===== config.mk =====
export PLATFORM = sky130hd
export DESIGN_NAME = issueq_request_ctrl
export DESIGN_NICKNAME = d
export VERILOG_FILES = /design/src/rtl/issueq_request_ctrl.sv
export SDC_FILE = /design/constraint.sdc
export NUM_CORES = 1
export LEC_CHECK = 0
export ABC_AREA = 1
export CAP_MARGIN = 20
export CELL_PAD_IN_SITES_DETAIL_PLACEMENT = 1
export CELL_PAD_IN_SITES_GLOBAL_PLACEMENT = 2
export CORE_ASPECT_RATIO = 0.9
export CORE_MARGIN = 4
export CORE_UTILIZATION = 34
export DETAILED_ROUTE_END_ITERATION = 8
export DONT_BUFFER_PORTS = 1
export GPL_TIMING_DRIVEN = 0
export PLACE_DENSITY = 0.83
export SYNTH_ARGS = -nofsm -noshare
export SYNTH_HDL_FRONTEND = slang
export SYNTH_SLANG_ARGS = --single-unit

===== constraint.sdc =====
create_clock -name clk -period 5.1 [get_ports clk]
set_clock_uncertainty 0.2 [all_clocks]
set_input_delay 1.02 -clock clk [delete_from_list [all_inputs] [get_ports clk]]
set_output_delay 1.02 -clock clk [all_outputs]
set_load 0.02 [all_outputs]

===== src/rtl/issueq_request_ctrl.sv =====
// rtl/issueq_request_ctrl.sv - issue-queue entry valid/ready state, select-tree requester, registered issue slot
// Optional ISSUEQ_WAKEUP_BYPASS_EN: same-cycle wakeup-to-request bypass.
module issueq_request_ctrl #(
   parameter int SIZE_ISSUEQ     = 32,
   parameter int SIZE_ISSUEQ_LOG = 5
) (
   input  logic                       clk,
   input  logic                       reset,
   input  logic                       dispatchValid_i,
   input  logic                       dispatchReady_i,
   output logic                       dispatchReady_o,
   output logic [SIZE_ISSUEQ_LOG-1:0] dispatchEntry_o,
   input  logic [SIZE_ISSUEQ-1:0]     wakeupVector_i,
   input  logic                       stall_i,
   input  logic                       flush_i,
   output logic [SIZE_ISSUEQ-1:0]     requestVector_o,
   output logic                       grant_o,
   input  logic                       grantedValid_i,
   input  logic [SIZE_ISSUEQ_LOG-1:0] grantedEntry_i,
   output logic                       issueValid_o,
   output logic [SIZE_ISSUEQ_LOG-1:0] issueEntry_o,
   output logic [SIZE_ISSUEQ_LOG:0]   freeCount_o
);

   localparam logic [SIZE_ISSUEQ_LOG:0] FULL_COUNT = (SIZE_ISSUEQ_LOG+1)'(SIZE_ISSUEQ);
   localparam logic [SIZE_ISSUEQ_LOG:0] ONE        = (SIZE_ISSUEQ_LOG+1)'(1);

   logic [SIZE_ISSUEQ-1:0]     valid, ready, valid_n, ready_n;
   logic                       issue_valid;
   logic [SIZE_ISSUEQ_LOG-1:0] issue_entry;
   logic [SIZE_ISSUEQ_LOG:0]   free_count, free_count_n;
   logic [SIZE_ISSUEQ_LOG-1:0] alloc_entry;
   logic                       alloc, accept;

   // Lowest-index free entry, taken from registered valid so an entry freed
   // this cycle is only reusable on the next one.
   always_comb begin
      alloc_entry = '0;
      for (int i = SIZE_ISSUEQ-1; i >= 0; i--) begin
         if (!valid[i]) alloc_entry = SIZE_ISSUEQ_LOG'(i);
      end
   end

   assign dispatchReady_o = (free_count != '0);
   assign dispatchEntry_o = dispatchReady_o ? alloc_entry : '0;

`ifdef ISSUEQ_WAKEUP_BYPASS_EN
   assign requestVector_o = valid & (ready | wakeupVector_i);
`else
   assign requestVector_o = valid & ready;
`endif

   assign grant_o = ~stall_i & (|requestVector_o);
   assign accept  = grantedValid_i & grant_o & requestVector_o[grantedEntry_i];
   assign alloc   = dispatchValid_i & dispatchReady_o;

   // The allocated entry is free and the granted one is valid, so they never collide.
   always_comb begin
      valid_n = valid;
      ready_n = ready | (wakeupVector_i & valid);
      if (alloc) begin
         valid_n[alloc_entry] = 1'b1;
         ready_n[alloc_entry] = dispatchReady_i | wakeupVector_i[alloc_entry];
      end
      if (accept) begin
         valid_n[grantedEntry_i] = 1'b0;
         ready_n[grantedEntry_i] = 1'b0;
      end
   end

   always_comb begin
      free_count_n = free_count;
      case ({alloc, accept})
         2'b10:   free_count_n = free_count - ONE;
         2'b01:   free_count_n = free_count + ONE;
         default: free_count_n = free_count;
      endcase
   end

   always_ff @(posedge clk) begin
      if (!reset) begin
         valid       <= '0;
         ready       <= '0;
         issue_valid <= 1'b0;
         issue_entry <= '0;
         free_count  <= FULL_COUNT;
      end else if (flush_i) begin
         valid       <= '0;
         ready       <= '0;
         issue_valid <= 1'b0;
         free_count  <= FULL_COUNT;
      end else begin
         valid       <= valid_n;
         ready       <= ready_n;
         issue_valid <= accept;
         free_count  <= free_count_n;
         if (accept) issue_entry <= grantedEntry_i;
      end
   end

   assign issueValid_o = issue_valid;
   assign issueEntry_o = issue_entry;
   assign freeCount_o  = free_count;

endmodule


---- Word-level counts from Yosys, hierarchy flattened ----
Cells that the tools add are included.
cells by class
  bitwise gates (word level) .............. 15
  reduce and logical (&&, ||, !) cells .... 7
  add/subtract/negate cells ............... 2
  eq/ne operators ......................... 2
  multiplexer cells ....................... 47
  $lt $le $gt $ge ......................... 4
operator list
  cell                   count
  $mux W5                33
  $and A32 B32 Y32       4
  $mux W32               4
  $or A32 B32 Y32        2
  $bwmux W32             1
  $not A32 Y32           1
  $reduce_or A32 Y1      1
  $lt A5 B6 Y1 const B   2
  $pmux W6 S2            1
  $bmux W1 S5            2
  $demux W1 S5           2
  $ge A5 B1 Y1 const B   2
  $add A6 B1 Y6 const B  1
  $reduce_bool A6 Y1     1
  $sub A6 B1 Y6 const B  1
  $and A1 B1 Y1          4
  $mux W1                4
  $not A1 Y1             3
  $eq A2 B1 Y1 const B   1
  $eq A2 B2 Y1 const B   1
  $logic_and A1 B1 Y1    2
  $reduce_and A2 Y1      1
  $reduce_bool A2 Y1     1
  $reduce_or A2 Y1       1
  $or A1 B1 Y1           1
storage, ports and cells
  word-level logic and storage cells ...... 82
  input bits .............................. 44
  output and inout bits ................... 51
  flip-flop bits (word level) ............. 76

---- Depth between registers and ports, before layout ----
Gate-level depths: netlist of run 1.
  depth in word-level cells ............... 40
  mapped depth ............................ 42
  mapped depth without buffers ............ 40

---- Worst setup path before layout of run 1 ----
OpenSTA, ideal clock, no wires.
  path kind ............................... input to register
  start ................................... input grantedEntry_i[1]
  end ..................................... register free_count[5], in the netlist freeCount_o[5]
  data required time ...................... 4777 ps
  stages on the path ...................... 21
  path slack .............................. 774 ps
  buffers on the path ..................... 1
  library setup time ...................... 123 ps
  arrival ................................. 4003 ps
  path through ............................ nand2_1 > clkinv_1 > a22oi_1 > o21ai_0 > a2111oi_0 > nand2_1 > clkbuf_1 > inv_1 > ha_1 > inv_1 > ha_1 > a21oi_1 > inv_1 > a31oi_1 > o21bai_1 > a21oi_1 > nand2_1 > nand2_1 > nor2_1 > a21oi_1 > o21ai_0
on the way
  longest elaborated chain between the ends .. 5
  elaborated cells between the ends (all ways) .. 7
  classes of those cells .................. eq/ne (2); mux (3); bitwise (1); reduce/logical (1)
RTL lines
  what                                               RTL line  source
  start, declared                                    19        input logic [SIZE_ISSUEQ_LOG-1:0] grantedEntry_i,
  $bmux W1 S5 (*)                                    54        assign accept = grantedValid_i & grant_o & requestVector_o[grantedEntry_i];
  $mux W1 (not written as such) (*)                  54
  $and A1 B1 Y1 (*)                                  54
  via accept                                         33        logic alloc, accept;
  $eq A2 B1 Y1 or $eq A2 B2 Y1 (tied branches)       73        case ({alloc, accept})
  $pmux W6 S2 or $reduce_bool A2 Y1 (tied branches)  --
  end signal, assigned                               96        free_count <= free_count_n;
  end, declared                                      31        logic [SIZE_ISSUEQ_LOG:0] free_count, free_count_n;
The timed path passes the listed nets; every way through them passes the cells marked *. The select of a mux whose other input is x is not followed.
A chain may end at the register's enable or synchronous reset.

---- Worst setup path in the final report of run 1 ----
Same ends and word-level chain as after synthesis.

==> results.sh, run 1 <==
export IMPL_core_um2=14920
export IMPL_gp_congestion=0.9456
export IMPL_synth_largest_area_cell="dfxtp_1"
export IMPL_grt_max_degree=13
export IMPL_synth_top_area_share=0.2901
export IMPL_power_density_nw_per_um2=261.0
export IMPL_grt_pass1_wl_um=34040
export IMPL_initial_core_util=0.3514
export IMPL_gr_total_overflow=0
export IMPL_cp_required_ns=5.13
export IMPL_cts_max_level=3
export IMPL_dieHeight_um=125.8
export IMPL_syn_area_per_cell_um2=6.237
export IMPL_synth_area_top_cells="dfxtp_1 29%, nand2_1 13%, inv_1 12%"
export IMPL_cts_buffers=9
export IMPL_reg2reg_depth=23
export IMPL_clock_sinks=76
export IMPL_drt_iter0_drc=350
export IMPL_fmax_mhz=210.2
export IMPL_finalSetupViolCount=0
export IMPL_drc=0
export IMPL_stdcell_area_um2=5871
export IMPL_drt_wl_total_um=22120
export IMPL_finalCritPeriodShare=0.9327
export IMPL_antenna_found_initial=0
export IMPL_syn_to_final_growth_pct=11.93
export IMPL_crit_slowest_cell="a2111oi_1"
export IMPL_crit_path_start_kind="primary input"
export IMPL_synth_edff_count=0
export IMPL_hold_viol=0
export IMPL_worstHoldPathCells=2
export IMPL_rows=42
export IMPL_nFillCells=1996
export IMPL_synth_seq_cells=76
export IMPL_crit_arrival_ns=4.79
export IMPL_path_max_fanout=13
export IMPL_firstDrtPassIters=5
export IMPL_routed_via_count=5689
export IMPL_leakage_nw=2.491
export IMPL_dpl_cell_area_um2=5493
export IMPL_die_area_um2=17480
export IMPL_synth_seq_area_share=0.2901
export IMPL_slew_limit_headroom=0.4264
export IMPL_cts_root_buf="clkbuf_16"
export IMPL_path_clk_slew_ns=0.06
export IMPL_grt_pass1_vias=5966
export IMPL_ys_types=41
export IMPL_cts_tree="yes"
export IMPL_worst_pin_slew_ns=0.8387
export IMPL_power_total_mw=1.532
export IMPL_antenna_left=0
export IMPL_vdd_drop_max_v=0.0001867
export IMPL_crit_path_end_kind="flip-flop"
export IMPL_yosys_warnings=0
export IMPL_io_pin_count=95
export IMPL_whs_ns=0.3082
export IMPL_async_flop_share=0
export IMPL_rsz0062_at_grt="no"
export IMPL_synth_area_um2=5245
export IMPL_timing_final_max_slew_violations=0
export IMPL_instances_no_fill=1056
export IMPL_track_usage=0.2512
export IMPL_maxCapViolations=0
export IMPL_synth_cells=841
export IMPL_crit_chain="nand2_1, clkinv_2, a22oi_1, o21ai_0, a2111oi_1, nand2_2, inv_1, ha_1, inv_1, ha_1, a21oi_1, inv_1, a31oi_1, o21bai_1, a21oi_1, nand2_1, nand2_1, nor2_1, a21oi_1, o21ai_0"
export IMPL_drive_above_1_share=0.09207
export IMPL_die_w_um=138.9
export IMPL_seqCellArea_um2=1521
export IMPL_io_buffers=0
export IMPL_synth_ff_type="dfxtp_1"
export IMPL_hold_path_class="flip-flop to flip-flop"
export IMPL_setup_ws_ns=0.3430
export IMPL_place_inst=1039
export IMPL_place_ws_ns=-0.5780
export IMPL_via_per_inst=5.387
export IMPL_cp_slowest_stage_delay_ns=0.48
export IMPL_multi_input_area_um2=2928
export IMPL_cts_max_path_buffers=2
export IMPL_antennaDiodeCount=0
export IMPL_fin_nets=903
export IMPL_min_period_ns=4.757
export IMPL_dp_hpwl_um=17270
export IMPL_status="finished, final reports clean"
export IMPL_wire_per_inst_um=20.95
export IMPL_path_class="primary input to flip-flop"
export IMPL_synth_fp_nets=891
export IMPL_clk_latency_ns=0.36
## stage by stage
step / setup TNS, ns / utilization
floorplan: 0 / -
global placement: -0.7763 / 0.3680
detailed placement: -0.7581 / 0.3680
CTS: 0 / 0.3919
global route: 0 / 0.3934
finish: 0 / 0.3934
## registers in the layout (all words and copies together), names as in the netlist
| name | cells |
|---|---|
| ready | 32 |
| valid | 32 |
| freeCount_o | 6 |
| issueEntry_o | 5 |
| issueValid_o | 1 |
## final cells by class
cell class / count / share of cell area
buffer: 21 / 0.02856
timing repair buffer: 2 / 0.002558
tap: 198 / 0.04220
clock buffer: 12 / 0.04369
multi-input combinational: 573 / 0.4987
clock inverter: 4 / 0.01620
sequential: 76 / 0.2592
inverter: 170 / 0.1089
## routing by layer
layer  global-route usage  vias up  share of wire  wire length [µm]
li1                     -     2711              -                 -
met2               0.4253      175           0.47             10510
met4              0.07940        0          0.023               516
met1               0.3160     2766           0.43              9592
met3              0.06179       37          0.068              1505
met5                    0        -              0                 0
## Yosys cell counts, types with 7 or more instances
cell type  instances
nand3_1           31
o21ai_0           49
a21oi_1          110
clkbuf_1          12
inv_1            168
nand4_1           17
nand3_2           32
nor3_1            11
nor2_1            92
nand2_1          179
dfxtp_1           76
nor4_1             7
## placed cells by master (no fill, tap or decap), types with 3 or more instances in the layout
cell	synthesis	final
a21oi_1	110	110
a31oi_1	4	3
buf_12	3	3
buf_4	1	3
buf_6	4	4
bufinv_16	0	3
clkbuf_1	12	9
clkbuf_16	0	9
clkbuf_2	0	3
dfxtp_1	76	76
ha_1	5	5
inv_1	168	168
nand2_1	179	178
nand2_2	4	5
nand3_1	31	31
nand3_2	32	32
nand4_1	17	17
nor2_1	92	92
nor3_1	11	11
nor4_1	7	7
o21ai_0	49	49
o22ai_1	6	6
## path summary, 6_finish.rpt
path	startpoint	endpoint	slack, ns
hold / removal	valid[31]$_SDFF_PP0_	valid[31]$_SDFF_PP0_	0.31
setup reg to reg	valid[3]$_SDFF_PP0_	freeCount_o[5]$_SDFFE_PP1P_	0.69
setup / recovery	grantedEntry_i[1]	freeCount_o[5]$_SDFFE_PP1P_	0.34
hold reg to reg	valid[31]$_SDFF_PP0_	valid[31]$_SDFF_PP0_	0.31
## kinds of logic (layout without fill, tap and decap cells)
logic type | count (synthesis) | after routing | share of synthesized area
AO/OA/AOI/OAI | 181 | 181 | 0.1820
XOR/XNOR | 3 | 3 | 0.005010
adder cells (fa/ha/maj) | 6 | 6 | 0.01574
buffers and inverters | 192 | 209 | 0.1536
flip-flops | 76 | 76 | 0.2901
AND/OR/NAND/NOR | 383 | 383 | 0.3535
## power by group
group          internal (mW)  switching [mW]  leakage (nW)
clock                  0.505           0.275         0.173
sequential             0.598         0.00885         0.613
combinational         0.0430           0.104          1.70
total                   1.15           0.387          2.49
## worst max-delay path: cells and delay by family
family / cells / cell delay (ns)
buf+inv: 4 / 0.63
simple gates: 5 / 0.82
compound gates: 9 / 1.76
fa+ha+maj: 2 / 0.55
## what timing repair did
action	in CTS	in global routing
hold buffers	0	0
pin swaps	0	1
buffers inserted	0	2
resized for setup	3	5
gates cloned	0	0
setup endpoints to repair	1	2
Note: power is estimated with default switching activity, not from simulation.
==> run 2, diff against run 1 <==
--- a/config.mk
+++ b/config.mk
@@ -11,11 +11,11 @@
 export CELL_PAD_IN_SITES_GLOBAL_PLACEMENT = 2
 export CORE_ASPECT_RATIO = 0.9
 export CORE_MARGIN = 4
-export CORE_UTILIZATION = 34
+export CORE_UTILIZATION = 37
 export DETAILED_ROUTE_END_ITERATION = 8
 export DONT_BUFFER_PORTS = 1
 export GPL_TIMING_DRIVEN = 0
-export PLACE_DENSITY = 0.83
+export PLACE_DENSITY = 0.89
 export SYNTH_ARGS = -nofsm -noshare
 export SYNTH_HDL_FRONTEND = slang
 export SYNTH_SLANG_ARGS = --single-unit
==> constraint.sdc (replaced) <==
create_clock -name clk -period 6.1 [get_ports clk]
set_clock_uncertainty 0.2 [all_clocks]
set_input_delay 1.22 -clock clk [delete_from_list [all_inputs] [get_ports clk]]
set_output_delay 1.22 -clock clk [all_outputs]
set_load 0.02 [all_outputs]
==> run 2 against run 1 <==
Net effect: clock power shrank 25%; die area decreased by 7.6%; non-clock buffer count decreased by 1; register-to-register slack improved by 0.47 ns; combinational power is 18% lower; sequential share of layout area up 0.32 points; final cell count shrank 0.95%; critical path type unchanged.
==> results.sh, run 2 (synthesized netlist as in run 1, its figures left out) <==
export IMPL_stdcell_area_um2=5799
export IMPL_crit_family="compound AO/OA/AOI/OAI gates"
export IMPL_status="finished, final reports clean"
export IMPL_whs_ns=0.3055
export IMPL_initial_core_util=0.3853
export IMPL_grt_pass1_wl_um=33060
export IMPL_rr_startpoint="valid[27]$_SDFF_PP0_"
export IMPL_timing_final_max_slew_violations=0
export IMPL_gp_congestion=0.9463
export IMPL_antenna_left=0
export IMPL_place_inst=1030
export IMPL_slew_limit_headroom=0.3768
export IMPL_via_per_inst=5.472
export IMPL_crit_end="freeCount_o[5]$_SDFFE_PP1P_"
export IMPL_dieHeight_um=121.0
export IMPL_drc=0
export IMPL_critPathBufInv=5
export IMPL_finalCritPeriodShare=0.8879
export IMPL_routed_via_count=5724
export IMPL_grt_max_degree=13
export IMPL_r2r_end="freeCount_o[5]$_SDFFE_PP1P_"
export IMPL_track_usage=0.2685
export IMPL_path_depth=21
export IMPL_final_common_cell="nand2_1"
export IMPL_path_max_fanout=10
export IMPL_leakage_nw=2.456
export IMPL_crit_chain="nor2_1, clkbuf_1, a2111oi_0, a211oi_1, nor2_1, nand2_1, clkbuf_1, inv_1, ha_1, inv_1, ha_1, a21oi_1, inv_1, a31oi_1, o21bai_1, a21oi_1, nand2_1, nand2_1, nor2_1, a21oi_1, o21ai_0"
export IMPL_die_area_um2=16150
export IMPL_clk_latency_ns=0.36
export IMPL_clock_sinks=76
export IMPL_io_buffers=0
export IMPL_crit_arrival_ns=5.45
export IMPL_rsz0062_at_grt="no"
export IMPL_wire_per_inst_um=20.71
export IMPL_instances_no_fill=1046
export IMPL_firstDrtPassIters=5
export IMPL_fin_nets=902
export IMPL_cp_required_ns=6.13
export IMPL_place_ws_ns=0.3190
export IMPL_gr_total_overflow=0
export IMPL_min_period_ns=5.416
export IMPL_critPathLaunch="grantedEntry_i[0]"
export IMPL_cts_root_buf="clkbuf_16"
export IMPL_maxCapViolations=0
export IMPL_cp_slowest_stage_delay_ns=0.55
export IMPL_hold_viol=0
export IMPL_fin_util=0.4260
export IMPL_grt_pass1_vias=5865
export IMPL_antennaDiodeCount=0
export IMPL_power_density_nw_per_um2=209.3
export IMPL_path_class="primary input to flip-flop"
export IMPL_postCtsHoldBufs=0
export IMPL_finalSetupViolCount=0
export IMPL_rows=40
export IMPL_layout_common_cells="179 x nand2_1, 168 x inv_1, 110 x a21oi_1, 92 x nor2_1, 76 x dfxtp_1"
export IMPL_hold_path_class="flip-flop to flip-flop"
export IMPL_syn_to_final_growth_pct=10.57
export IMPL_power_total_mw=1.214
export IMPL_cts_buffers=9
export IMPL_cts_max_level=3
export IMPL_setup_tns_ns=0
export IMPL_drt_iter0_drc=511
export IMPL_antenna_found_initial=0
export IMPL_path_clk_slew_ns=0.06
export IMPL_cts_tree="yes"
export IMPL_crit_path_end_kind="flip-flop"
export IMPL_post_cts_buffers=0
export IMPL_io_pin_count=95
export IMPL_worst_pin_slew_ns=0.9304
export IMPL_dp_hpwl_um=16900
export IMPL_cts_max_path_buffers=2
export IMPL_vdd_drop_max_v=0.0001532
export IMPL_core_um2=13610
export IMPL_die_w_um=133.5
export IMPL_post_cts_resized=0
export IMPL_setup_ws_ns=0.6838
export IMPL_reg2reg_depth=24
export IMPL_drive_above_1_share=0.08285
export IMPL_drt_wl_total_um=21670
export IMPL_r2r_setup_slack_ns=1.16
export IMPL_fmax_mhz=184.6
export IMPL_crit_slowest_cell="clkbuf_1"
export IMPL_crit_path_start_kind="primary input"
export IMPL_dpl_cell_area_um2=5482
-- run 2: layout make-up --
| type | instances | area [µm²] |
|---|---|---|
| Buffer | 22 | 167.7 |
| Inverter | 170 | 638.1 |
| Sequential cell | 76 | 1521 |
| Fill cell | 1888 | 7814 |
| Tap cell | 189 | 236.5 |
| Clock inverter | 5 | 75.07 |
| Multi-Input combinational cell | 573 | 2918 |
| Clock buffer | 11 | 242.7 |
-- run 2: how the worst min path moves through the flow --
stage	from	to	cells past startpoint
after detailed placement	valid[17]$_SDFF_PP0_	valid[17]$_SDFF_PP0_	2
final	valid[9]$_SDFF_PP0_	valid[9]$_SDFF_PP0_	2
after CTS	valid[17]$_SDFF_PP0_	valid[17]$_SDFF_PP0_	2
after floorplan	valid[11]$_SDFF_PP0_	valid[11]$_SDFF_PP0_	2
after global placement	valid[13]$_SDFF_PP0_	valid[13]$_SDFF_PP0_	2
after global routing	valid[9]$_SDFF_PP0_	valid[9]$_SDFF_PP0_	2
-- run 2: routing by layer --
layer,part of all wire,up-vias,track usage
met1,0.43,2769,0.3359
met3,0.071,46,0.06468
met2,0.47,203,0.4457
li1,-,2706,-
met5,0,-,0
met4,0.030,0,0.1080
-- run 2: worst reg2reg max path, delay by kind of cell, from the launching register on --
family	cells	cell delay, ns
AO/OA/AOI/OAI	6	0.93
buffers and inverters	5	0.93
AND/OR/NAND/NOR	11	1.84
adder cells (fa/ha/maj)	2	0.57
flip-flops	1	0.34
-- run 2: report_power, final --
group	switching [mW]	internal [mW]
Combinational	0.0845	0.0356
Clock	0.219	0.367
Sequential	0.00761	0.500
